===== config.mk =====
export PLATFORM = sky130hd
export DESIGN_NAME = led_shift_ctrl
export DESIGN_NICKNAME = d
export VERILOG_FILES = /design/src/rtl/led_shift_pkg.sv /design/src/rtl/btn_debounce.sv /design/src/rtl/led_shift_ctrl.sv
export SDC_FILE = /design/constraint.sdc
export NUM_CORES = 1
export LEC_CHECK = 0
export BUFFER_PORTS_ARGS = -buffer_cell sky130_fd_sc_hd__buf_2
export CAP_MARGIN = 0
export CORE_MARGIN = 10
export CORE_UTILIZATION = 55
export CTS_CLUSTER_DIAMETER = 50
export CTS_CLUSTER_SIZE = 24
export DETAILED_ROUTE_END_ITERATION = 8
export PLACE_DENSITY = 0.71
export SLEW_MARGIN = 10
export SYNTH_ARGS = -nofsm -noshare
export SYNTH_HDL_FRONTEND = slang
export SYNTH_SLANG_ARGS = --single-unit

===== constraint.sdc =====
create_clock -name clk -period 5.19 [get_ports clk]
set_clock_uncertainty 0.1 [all_clocks]
set_input_delay 0.7785 -clock clk [delete_from_list [all_inputs] [get_ports clk]]
set_output_delay 0.7785 -clock clk [all_outputs]
set_load 0.01 [all_outputs]

===== src/rtl/led_shift_pkg.sv =====
// Shared definitions for the LED shift register front end.
// Holds command bit positions, mode encoding and one-hot command constants.
package led_shift_pkg;

    localparam int LEFT_SHIFT  = 0;
    localparam int LOAD        = 1;
    localparam int RIGHT_SHIFT = 2;
    localparam int CLEAR       = 3;

    typedef enum logic [1:0] {
        IDLE  = 2'd0,
        LEFT  = 2'd1,
        RIGHT = 2'd2
    } mode_t;

    localparam logic [3:0] CMD_NONE  = 4'b0000;
    localparam logic [3:0] CMD_LEFT  = 4'b0001;
    localparam logic [3:0] CMD_LOAD  = 4'b0010;
    localparam logic [3:0] CMD_RIGHT = 4'b0100;
    localparam logic [3:0] CMD_CLEAR = 4'b1000;

    // Steady command presented to the register for a given shift mode.
    function automatic logic [3:0] mode_cmd(input mode_t m);
        case (m)
            LEFT:    mode_cmd = CMD_LEFT;
            RIGHT:   mode_cmd = CMD_RIGHT;
            default: mode_cmd = CMD_NONE;
        endcase
    endfunction

endpackage


===== src/rtl/btn_debounce.sv =====
// One button channel: 2-flop synchronizer, stable-sample debouncer and a
// registered one-cycle pulse on the debounced rising edge.
module btn_debounce #(
    parameter int DB_CYCLES = 1_000_000
) (
    input  logic clk,
    input  logic rst,
    input  logic btn,
    output logic press
);

    localparam int CNT_W = $clog2(DB_CYCLES + 1);
    localparam logic [CNT_W-1:0] CNT_LAST = CNT_W'(DB_CYCLES - 1);

    logic             sync1;
    logic             sync2;
    logic             level;
    logic             level_d;
    logic [CNT_W-1:0] cnt;

    always_ff @(posedge clk or posedge rst) begin
        if (rst) begin
            sync1 <= 1'b0;
            sync2 <= 1'b0;
        end else begin
            sync1 <= btn;
            sync2 <= sync1;
        end
    end

    // Any sample agreeing with the current level restarts the stability count.
    always_ff @(posedge clk or posedge rst) begin
        if (rst) begin
            cnt   <= '0;
            level <= 1'b0;
        end else if (sync2 == level) begin
            cnt <= '0;
        end else if (cnt == CNT_LAST) begin
            cnt   <= '0;
            level <= sync2;
        end else begin
            cnt <= cnt + CNT_W'(1);
        end
    end

    always_ff @(posedge clk or posedge rst) begin
        if (rst) begin
            level_d <= 1'b0;
            press   <= 1'b0;
        end else begin
            level_d <= level;
            press   <= level & ~level_d;
        end
    end

endmodule


===== src/rtl/led_shift_ctrl.sv =====
// Front-end controller for the 8-bit LED shift register: button debouncing,
// command sequencing and the period-aligned shift strobe.
module led_shift_ctrl
    import led_shift_pkg::*;
#(
    parameter int CLK_HZ    = 100_000_000,
    parameter int STROBE_HZ = 1,
    parameter int DB_CYCLES = 1_000_000
) (
    input  logic       clk,
    input  logic       rst,
    input  logic       btnl,
    input  logic       btnu,
    input  logic       btnr,
    input  logic       btnd,
    output logic [3:0] state,
    output logic       strobe_1hz,
    output logic       shifting
);

    localparam int DIV   = CLK_HZ / STROBE_HZ;
    localparam int CNT_W = $clog2(DIV);
    localparam logic [CNT_W-1:0] CNT_MAX = CNT_W'(DIV - 1);

    logic [3:0]       press;
    mode_t            mode;
    mode_t            mode_next;
    logic [3:0]       state_next;
    logic [CNT_W-1:0] cnt;

    btn_debounce #(.DB_CYCLES(DB_CYCLES)) u_db_left (
        .clk   (clk),
        .rst   (rst),
        .btn   (btnl),
        .press (press[LEFT_SHIFT])
    );

    btn_debounce #(.DB_CYCLES(DB_CYCLES)) u_db_load (
        .clk   (clk),
        .rst   (rst),
        .btn   (btnu),
        .press (press[LOAD])
    );

    btn_debounce #(.DB_CYCLES(DB_CYCLES)) u_db_right (
        .clk   (clk),
        .rst   (rst),
        .btn   (btnr),
        .press (press[RIGHT_SHIFT])
    );

    btn_debounce #(.DB_CYCLES(DB_CYCLES)) u_db_clear (
        .clk   (clk),
        .rst   (rst),
        .btn   (btnd),
        .press (press[CLEAR])
    );

    always_ff @(posedge clk or posedge rst) begin
        if (rst) begin
            mode  <= IDLE;
            state <= CMD_NONE;
        end else begin
            mode  <= mode_next;
            state <= state_next;
        end
    end

    // LOAD and CLEAR are one-cycle pulses that drop back to IDLE; shift
    // buttons toggle their own mode or switch direction.
    always_comb begin
        mode_next  = mode;
        state_next = CMD_NONE;
        if (press[CLEAR]) begin
            mode_next  = IDLE;
            state_next = CMD_CLEAR;
        end else if (press[LOAD]) begin
            mode_next  = IDLE;
            state_next = CMD_LOAD;
        end else begin
            if (press[LEFT_SHIFT]) begin
                mode_next = (mode == LEFT) ? IDLE : LEFT;
            end else if (press[RIGHT_SHIFT]) begin
                mode_next = (mode == RIGHT) ? IDLE : RIGHT;
            end
            state_next = mode_cmd(mode_next);
        end
    end

    // Restarting on every mode change keeps the first shift a full period away.
    always_ff @(posedge clk or posedge rst) begin
        if (rst) begin
            cnt <= '0;
        end else if ((mode_next != mode) || (mode == IDLE)) begin
            cnt <= '0;
        end else if (cnt == CNT_MAX) begin
            cnt <= '0;
        end else begin
            cnt <= cnt + CNT_W'(1);
        end
    end

    assign shifting   = (mode != IDLE);
    assign strobe_1hz = shifting && (cnt == CNT_MAX);

endmodule


==> results of run 1 <==
-- Yosys cell counts --
cell type  instances
buf_2              3
inv_1             20
nand2_1           34
buf_6              3
mux2_2             3
o31ai_4            1
or4_1             17
nand3_1           39
a21oi_1           35
o31ai_1           14
clkbuf_1           9
and4_1             6
or3_4              1
o31ai_2            1
or3b_2             1
or4b_4             1
xnor2_1           46
nor4bb_1           1
o21ai_0           22
nand2b_1           1
or4_4              1
nand4_1           31
or2_2              1
nor2b_1            7
nor2_1            86
a21oi_2            1
dfrtp_1          133
nor4_1            15
or3_1             24
and3_1            15
and2_1             2
nand4b_1           4
nor4b_1            5
or4b_1             1
mux2_4             1
xor2_1            23
nor3_1            19
ha_1               5
o41ai_4            1
or2_0              1
-- flip-flops by register name (all words and copies together), names as in the netlist, 2 cells and up --
register        cells
u_db_load.cnt      20
u_db_clear.cnt     20
u_db_left.cnt      20
cnt                27
u_db_right.cnt     20
state               4
mode                2
-- power groups by stage --
stage | Combinational [uW] | Clock, uW | Sequential, uW
finish | 50.3 | 1290 | 1060
global route | 59.0 | 1360 | 1060
CTS | 52.6 | 1310 | 1060
detailed placement | 52.3 | 0 | 1080
global placement | 49.8 | 0 | 1070
floorplan | 36.9 | 0 | 1070
-- routing by layer --
metal	vias to the layer above	track usage (%)
li1	2308	-
met1	2391	18.99
met2	102	27.20
met3	19	4.218
met4	0	6.229
met5	-	0
-- path summary, 6_finish.rpt --
kind | endpoint | slack (ns) | from | depth (start not counted)
min | u_db_left.sync2$_DFF_PP0_ | 0.25 | u_db_left.sync1$_DFF_PP0_ | 0
max in group asynchronous | u_db_left.cnt[4]$_DFF_PP0_ | 3.69 | rst | 3
max | strobe_1hz | 2.32 | cnt[0]$_DFF_PP0_ | 5
min in group asynchronous | u_db_left.sync2$_DFF_PP0_ | 0.32 | rst | 2
max reg2reg | cnt[6]$_DFF_PP0_ | 2.46 | cnt[10]$_DFF_PP0_ | 4
min reg2reg | u_db_left.sync2$_DFF_PP0_ | 0.25 | u_db_left.sync1$_DFF_PP0_ | 0
-- critical path, delay by kind of cell, from the launching register on --
family        cells  cell delay, ns
flops             1            0.41
simple gates      3            0.77
buf+inv           1            0.16
fa+ha+maj         1            0.25
-- cells by family after synthesis --
group           after synthesis  synth area share [%]
compound gates               75                 7.270
fa+ha+maj                     5                0.9878
mux                           4                0.7703
xor+xnor                     69                 9.542
flops                       133                 52.55
buf+inv                      35                 2.489
simple gates                313                 26.39
-- metrics by stage --
step | hold WS [ns] | power [uW] | util, %
2_1_floorplan | 0.2312 | 1111 | -
3_3_place_gp | 0.2345 | 1125 | 57.48
3_5_place_dp | 0.2385 | 1128 | 57.48
4_1_cts | 0.2518 | 2422 | 63.08
5_1_grt | 0.2655 | 2474 | 63.08
6_report | 0.2495 | 2398 | 63.08
-- layout by cell type, fill, tap and decap left out, types with 4 or more instances in the layout --
cell type   instances
ha_1                5
xor2_1             23
and3_1             15
nand3_1            39
o21ai_0            22
nand2_1            34
o31ai_1            12
and4_1              6
inv_1              19
or3_1              24
nand4_1            31
nor4_1             15
nand4b_1            4
clkinvlp_4          4
xnor2_1            46
or4_1              17
clkbuf_16          17
nor3_1             19
nor2b_1             7
nor4b_1             5
dfrtp_1           133
nor2_1             86
bufinv_16           5
a21oi_1            35
buf_4               5
buf_2              11
-- cell type report --
cell class	count	area share, %
multi-input combinational	466	39.85
clock buffer	18	5.984
inverter	20	1.082
clock inverter	13	2.896
sequential	133	46.41
tap	143	2.495
timing repair buffer	16	1.291
==> results.sh, run 1 <==
export IMPL_grtUsageTotal_pct=16.02
export IMPL_cts_resized=0
export IMPL_fmax_ghz=0.3479
export IMPL_hold_path_class="reg -> reg"
export IMPL_dp_hpwl_um=8301
export IMPL_rsz0062_at_grt="false"
export IMPL_clock_path_buffers=2
export IMPL_cts_made_buffers=17
export IMPL_combPwrFrac_pct=2.1
export IMPL_dpl_cell_count=778
export IMPL_portBuffers=11
export IMPL_status="finished clean"
export IMPL_met3_length_um=416
export IMPL_fp_coreArea_sq_um=11370
export IMPL_layout_nets=665
export IMPL_stdcell_area_sq_um=7172
export IMPL_drt_initial_drc_count=383
export IMPL_wl_met1_um=5616
export IMPL_max_cap_violations=0
export IMPL_maxSlewHeadroom_pct=27.84
export IMPL_synth_seq_cells=133
export IMPL_cp_slowest_stage_delay_ns=0.41
export IMPL_min_period_over_period_pct=55.38
export IMPL_grt_ovfl_total=0
export IMPL_num_io_pins=12
export IMPL_yosysSeqAreaShare_pct=52.55
export IMPL_syn_inst=634
export IMPL_fp_dieH_um=127.3
export IMPL_drt_pass1_iter_count=5
export IMPL_crit_fanout=5
export IMPL_drt_wl_total_um=12590
export IMPL_p_clk_share_pct=53.8
export IMPL_clock_sinks=133
export IMPL_dieArea_sq_um=16210
export IMPL_setup_viol=0
export IMPL_power_density_nw_per_um2=334.4
export IMPL_start_kind="register"
export IMPL_p_sw_uw=489.1
export IMPL_place_gp_congestion=0.8855
export IMPL_pwr_share_seq_pct=44.1
export IMPL_syn_area_sq_um=6334
export IMPL_drive_gt1_share_pct=9.309
export IMPL_syn_area_per_cell_sq_um=9.990
export IMPL_p_int_uw=1909
export IMPL_ys_warn_count=0
export IMPL_peakVddDrop_mv=0.2401
export IMPL_multi_input_area_sq_um=2858
export IMPL_met2_length_um=6368
export IMPL_antenna_found_initial=0
export IMPL_finalNonFillerCells=809
export IMPL_ant_nets=0
export IMPL_tns_ns=0
export IMPL_core_rowCount=39
export IMPL_placed_cell_area_sq_um=6535
export IMPL_yosysTopAreaCellShare_pct=52.55
export IMPL_cts_setup_buffers=0
export IMPL_antenna_cells=0
export IMPL_wl_per_cell_um=15.56
export IMPL_cp_slowest_cell="dfrtp_1"
export IMPL_area_growth_syn_to_layout_pct=13.24
export IMPL_worst_pin_slew_ns=1.082
export IMPL_criticalPathCategory="reg -> out"
export IMPL_initial_core_util_pct=55.71
export IMPL_crit_path_end_kind="output pin"
export IMPL_switching_share_pct=20.39
export IMPL_num_fill_cells=923
export IMPL_clkTransAtPathRegs_ns=0.06
export IMPL_via_per_inst=5.958
export IMPL_yosys_top_cells_area="dfrtp_1, xnor2_1, nor2_1"
export IMPL_grt_first_pass_wirelength_um=21870
export IMPL_clk_latency_ns=0.42
export IMPL_drcViolationCount=0
export IMPL_worstPathArrival_ns=2.00
export IMPL_cts_root_buf="clkbuf_16"
export IMPL_worst_slack_ns=2.316
export IMPL_grt_max_degree=47
export IMPL_htreeDepth=4
export IMPL_fin_crit_ns=2.874
export IMPL_worst_ep_required_time_ns=4.31
export IMPL_vias=4820
export IMPL_maxSlewViolCount=0
export IMPL_dp_slack_ns=2.488
export IMPL_die_w_um=127.3
export IMPL_grt_pass1_vias=4762
export IMPL_hold_viol=0
export IMPL_cts_tree="built"
export IMPL_path_cells="ha_1, and3_1, nand4_1, nor3_1, buf_2"
export IMPL_p_leak_uw=0.002861
export IMPL_synth_fp_nets=645
export IMPL_top_layer_used="met4"
export IMPL_synth_area_leader_cell="dfrtp_1"
export IMPL_seq_area_sq_um=3328
export IMPL_yosysUniqueCellTypes=40
export IMPL_postCtsHoldBufs=0
No activity file was read; power rests on OpenSTA's default activity.
==> inputs of run 2 (changes only) <==
--- a/config.mk
+++ b/config.mk
@@ -12,7 +12,7 @@
 export CTS_CLUSTER_DIAMETER = 50
 export CTS_CLUSTER_SIZE = 24
 export DETAILED_ROUTE_END_ITERATION = 8
-export PLACE_DENSITY = 0.71
+export PLACE_DENSITY = 0.74
 export SLEW_MARGIN = 10
 export SYNTH_ARGS = -nofsm -noshare
 export SYNTH_HDL_FRONTEND = slang
==> constraint.sdc (replaced) <==
create_clock -name clk -period 2.5 [get_ports clk]
set_clock_uncertainty 0.1 [all_clocks]
set_input_delay 0.375 -clock clk [delete_from_list [all_inputs] [get_ports clk]]
set_output_delay 0.375 -clock clk [all_outputs]
set_load 0.01 [all_outputs]
==> run 2 against run 1 <==
  * Combinational power up 130%
  * Register-to-register slack worse by 2.2 ns
  * Flip-flop and latch count unchanged
  * Count of clock-buffer cells in the layout unchanged
  * Worst setup slack worse by 2.2 ns
  * Non-clock buffer count up 14
  * Via count up 0.81%
  * Critical endpoint unchanged
==> results.sh, run 2 (same netlist as run 1, synthesis figures left out) <==
export IMPL_area_growth_syn_to_layout_pct=15.25
export IMPL_fp_dieH_um=127.3
export IMPL_peakVddDrop_mv=0.6630
export IMPL_fin_crit_ns=2.371
export IMPL_max_cap_violations=0
export IMPL_start_kind="register"
export IMPL_crit_fanout=4
export IMPL_cts_tree="built"
export IMPL_grt_max_degree=78
export IMPL_grt_first_pass_wirelength_um=21740
export IMPL_worst_ep_required_time_ns=2.03
export IMPL_clock_sinks=133
export IMPL_setup_viol=0
export IMPL_min_period_over_period_pct=94.83
export IMPL_clk_latency_ns=0.42
export IMPL_layout_nets=679
export IMPL_dp_slack_ns=0.3365
export IMPL_die_w_um=127.3
export IMPL_power_density_nw_per_um2=666.4
export IMPL_layout_commonest_cell="dfrtp_1"
export IMPL_status="finished clean"
export IMPL_vias=4859
export IMPL_most_common_layout_cells="dfrtp_1, nor2_1, xnor2_1, nand3_1, a21oi_1"
export IMPL_place_gp_congestion=0.8727
export IMPL_dieArea_sq_um=16210
export IMPL_via_per_inst=5.897
export IMPL_antenna_cells=0
export IMPL_worst_pin_slew_ns=0.5051
export IMPL_drive_gt1_share_pct=10.87
export IMPL_htreeDepth=4
export IMPL_clock_path_buffers=2
export IMPL_cts_root_buf="clkbuf_16"
export IMPL_num_fill_cells=868
export IMPL_maxSlewViolCount=0
export IMPL_hold_path_class="reg -> reg"
export IMPL_drt_pass1_iter_count=4
export IMPL_ant_nets=0
export IMPL_p_leak_uw=0.002914
export IMPL_portBuffers=11
export IMPL_core_rowCount=39
export IMPL_drcViolationCount=0
export IMPL_rsz0062_at_grt="false"
export IMPL_worst_slack_ns=0.1291
export IMPL_maxSlewHeadroom_pct=66.01
export IMPL_crit_path_end_kind="output pin"
export IMPL_tns_ns=0
export IMPL_grt_pass1_vias=4776
export IMPL_initial_core_util_pct=55.71
export IMPL_grtUsageTotal_pct=15.91
export IMPL_fmax_ghz=0.4218
export IMPL_drt_initial_drc_count=363
export IMPL_cts_made_buffers=17
export IMPL_clkTransAtPathRegs_ns=0.06
export IMPL_criticalPathCategory="reg -> out"
export IMPL_fp_coreArea_sq_um=11370
export IMPL_num_io_pins=12
export IMPL_hold_viol=0
export IMPL_worstPathArrival_ns=1.90
export IMPL_top_register="cnt"
export IMPL_drt_wl_total_um=12200
export IMPL_antenna_found_initial=0
export IMPL_wl_per_cell_um=14.81
export IMPL_largest_reg_flops=27
export IMPL_grt_ovfl_total=0
export IMPL_dp_hpwl_um=8118
run 2: repair_timing:
action,CTS,global route
pin swaps,1,0
setup endpoints to repair,1,1
hold buffers,5,0
buffers inserted,1,0
hold endpoints to repair,13,0
gates resized for setup,0,1
run 2: critical path, cell delays in order, from the launching register on:
cell	delay (ns)
dfrtp_1	0.41
or4b_1	0.55
nor2_1	0.14
nand3_1	0.09
nor3_2	0.13
buf_2	0.16
run 2: layout make-up:
class | instances | area [sq um] | share of cell area (%)
timing repair buffer | 30 | 235.2 | 3.222
clock buffer | 18 | 439.2 | 6.016
tap | 143 | 178.9 | 2.451
sequential | 133 | 3328 | 45.59
inverter | 20 | 78.83 | 1.080
clock inverter | 14 | 176.4 | 2.417
multi-input combinational | 466 | 2863 | 39.22
run 2: final timing paths:
check	end	from	slack (ns)	depth (start not counted)
setup / recovery	strobe_1hz	cnt[10]$_DFF_PP0_	0.13	5
hold / removal	u_db_right.sync2$_DFF_PP0_	u_db_right.sync1$_DFF_PP0_	0.25	0
setup reg to reg	cnt[24]$_DFF_PP0_	cnt[4]$_DFF_PP0_	0.30	4
hold reg to reg	u_db_right.sync2$_DFF_PP0_	u_db_right.sync1$_DFF_PP0_	0.25	0
max in group asynchronous	cnt[24]$_DFF_PP0_	rst	1.29	4
min in group asynchronous	u_db_load.cnt[3]$_DFF_PP0_	rst	0.35	3
run 2: layer usage:
layer	wire length [um]	GRT usage (%)	share of wire, %	up-vias
met5	0	0	0	-
met4	164	5.894	1.3	0
met3	421	4.673	3.4	13
met2	5911	25.32	48	73
met1	5705	20.14	47	2430
li1	-	-	-	2343
run 2: metrics by stage:
step           utilization [%]  hold WS [ns]  cells  total power [uW]  instance area, sq um
3_3_place_gp             58.24        0.2334    786              2344                  6621
4_1_cts                  64.16        0.2500    824              4916                  7295
5_1_grt                  64.20        0.2517    824              5036                  7300
6_report                 64.20        0.2481    824              4864                  7300
2_1_floorplan                -        0.2312    634              2306                  6337
3_5_place_dp             58.24        0.2371    786              2348                  6621
run 2: where the power goes:
group          switching (uW)  internal (uW)
clock                     949           1600
sequential               19.2           2180
combinational            78.7           39.5
total                    1050           3820
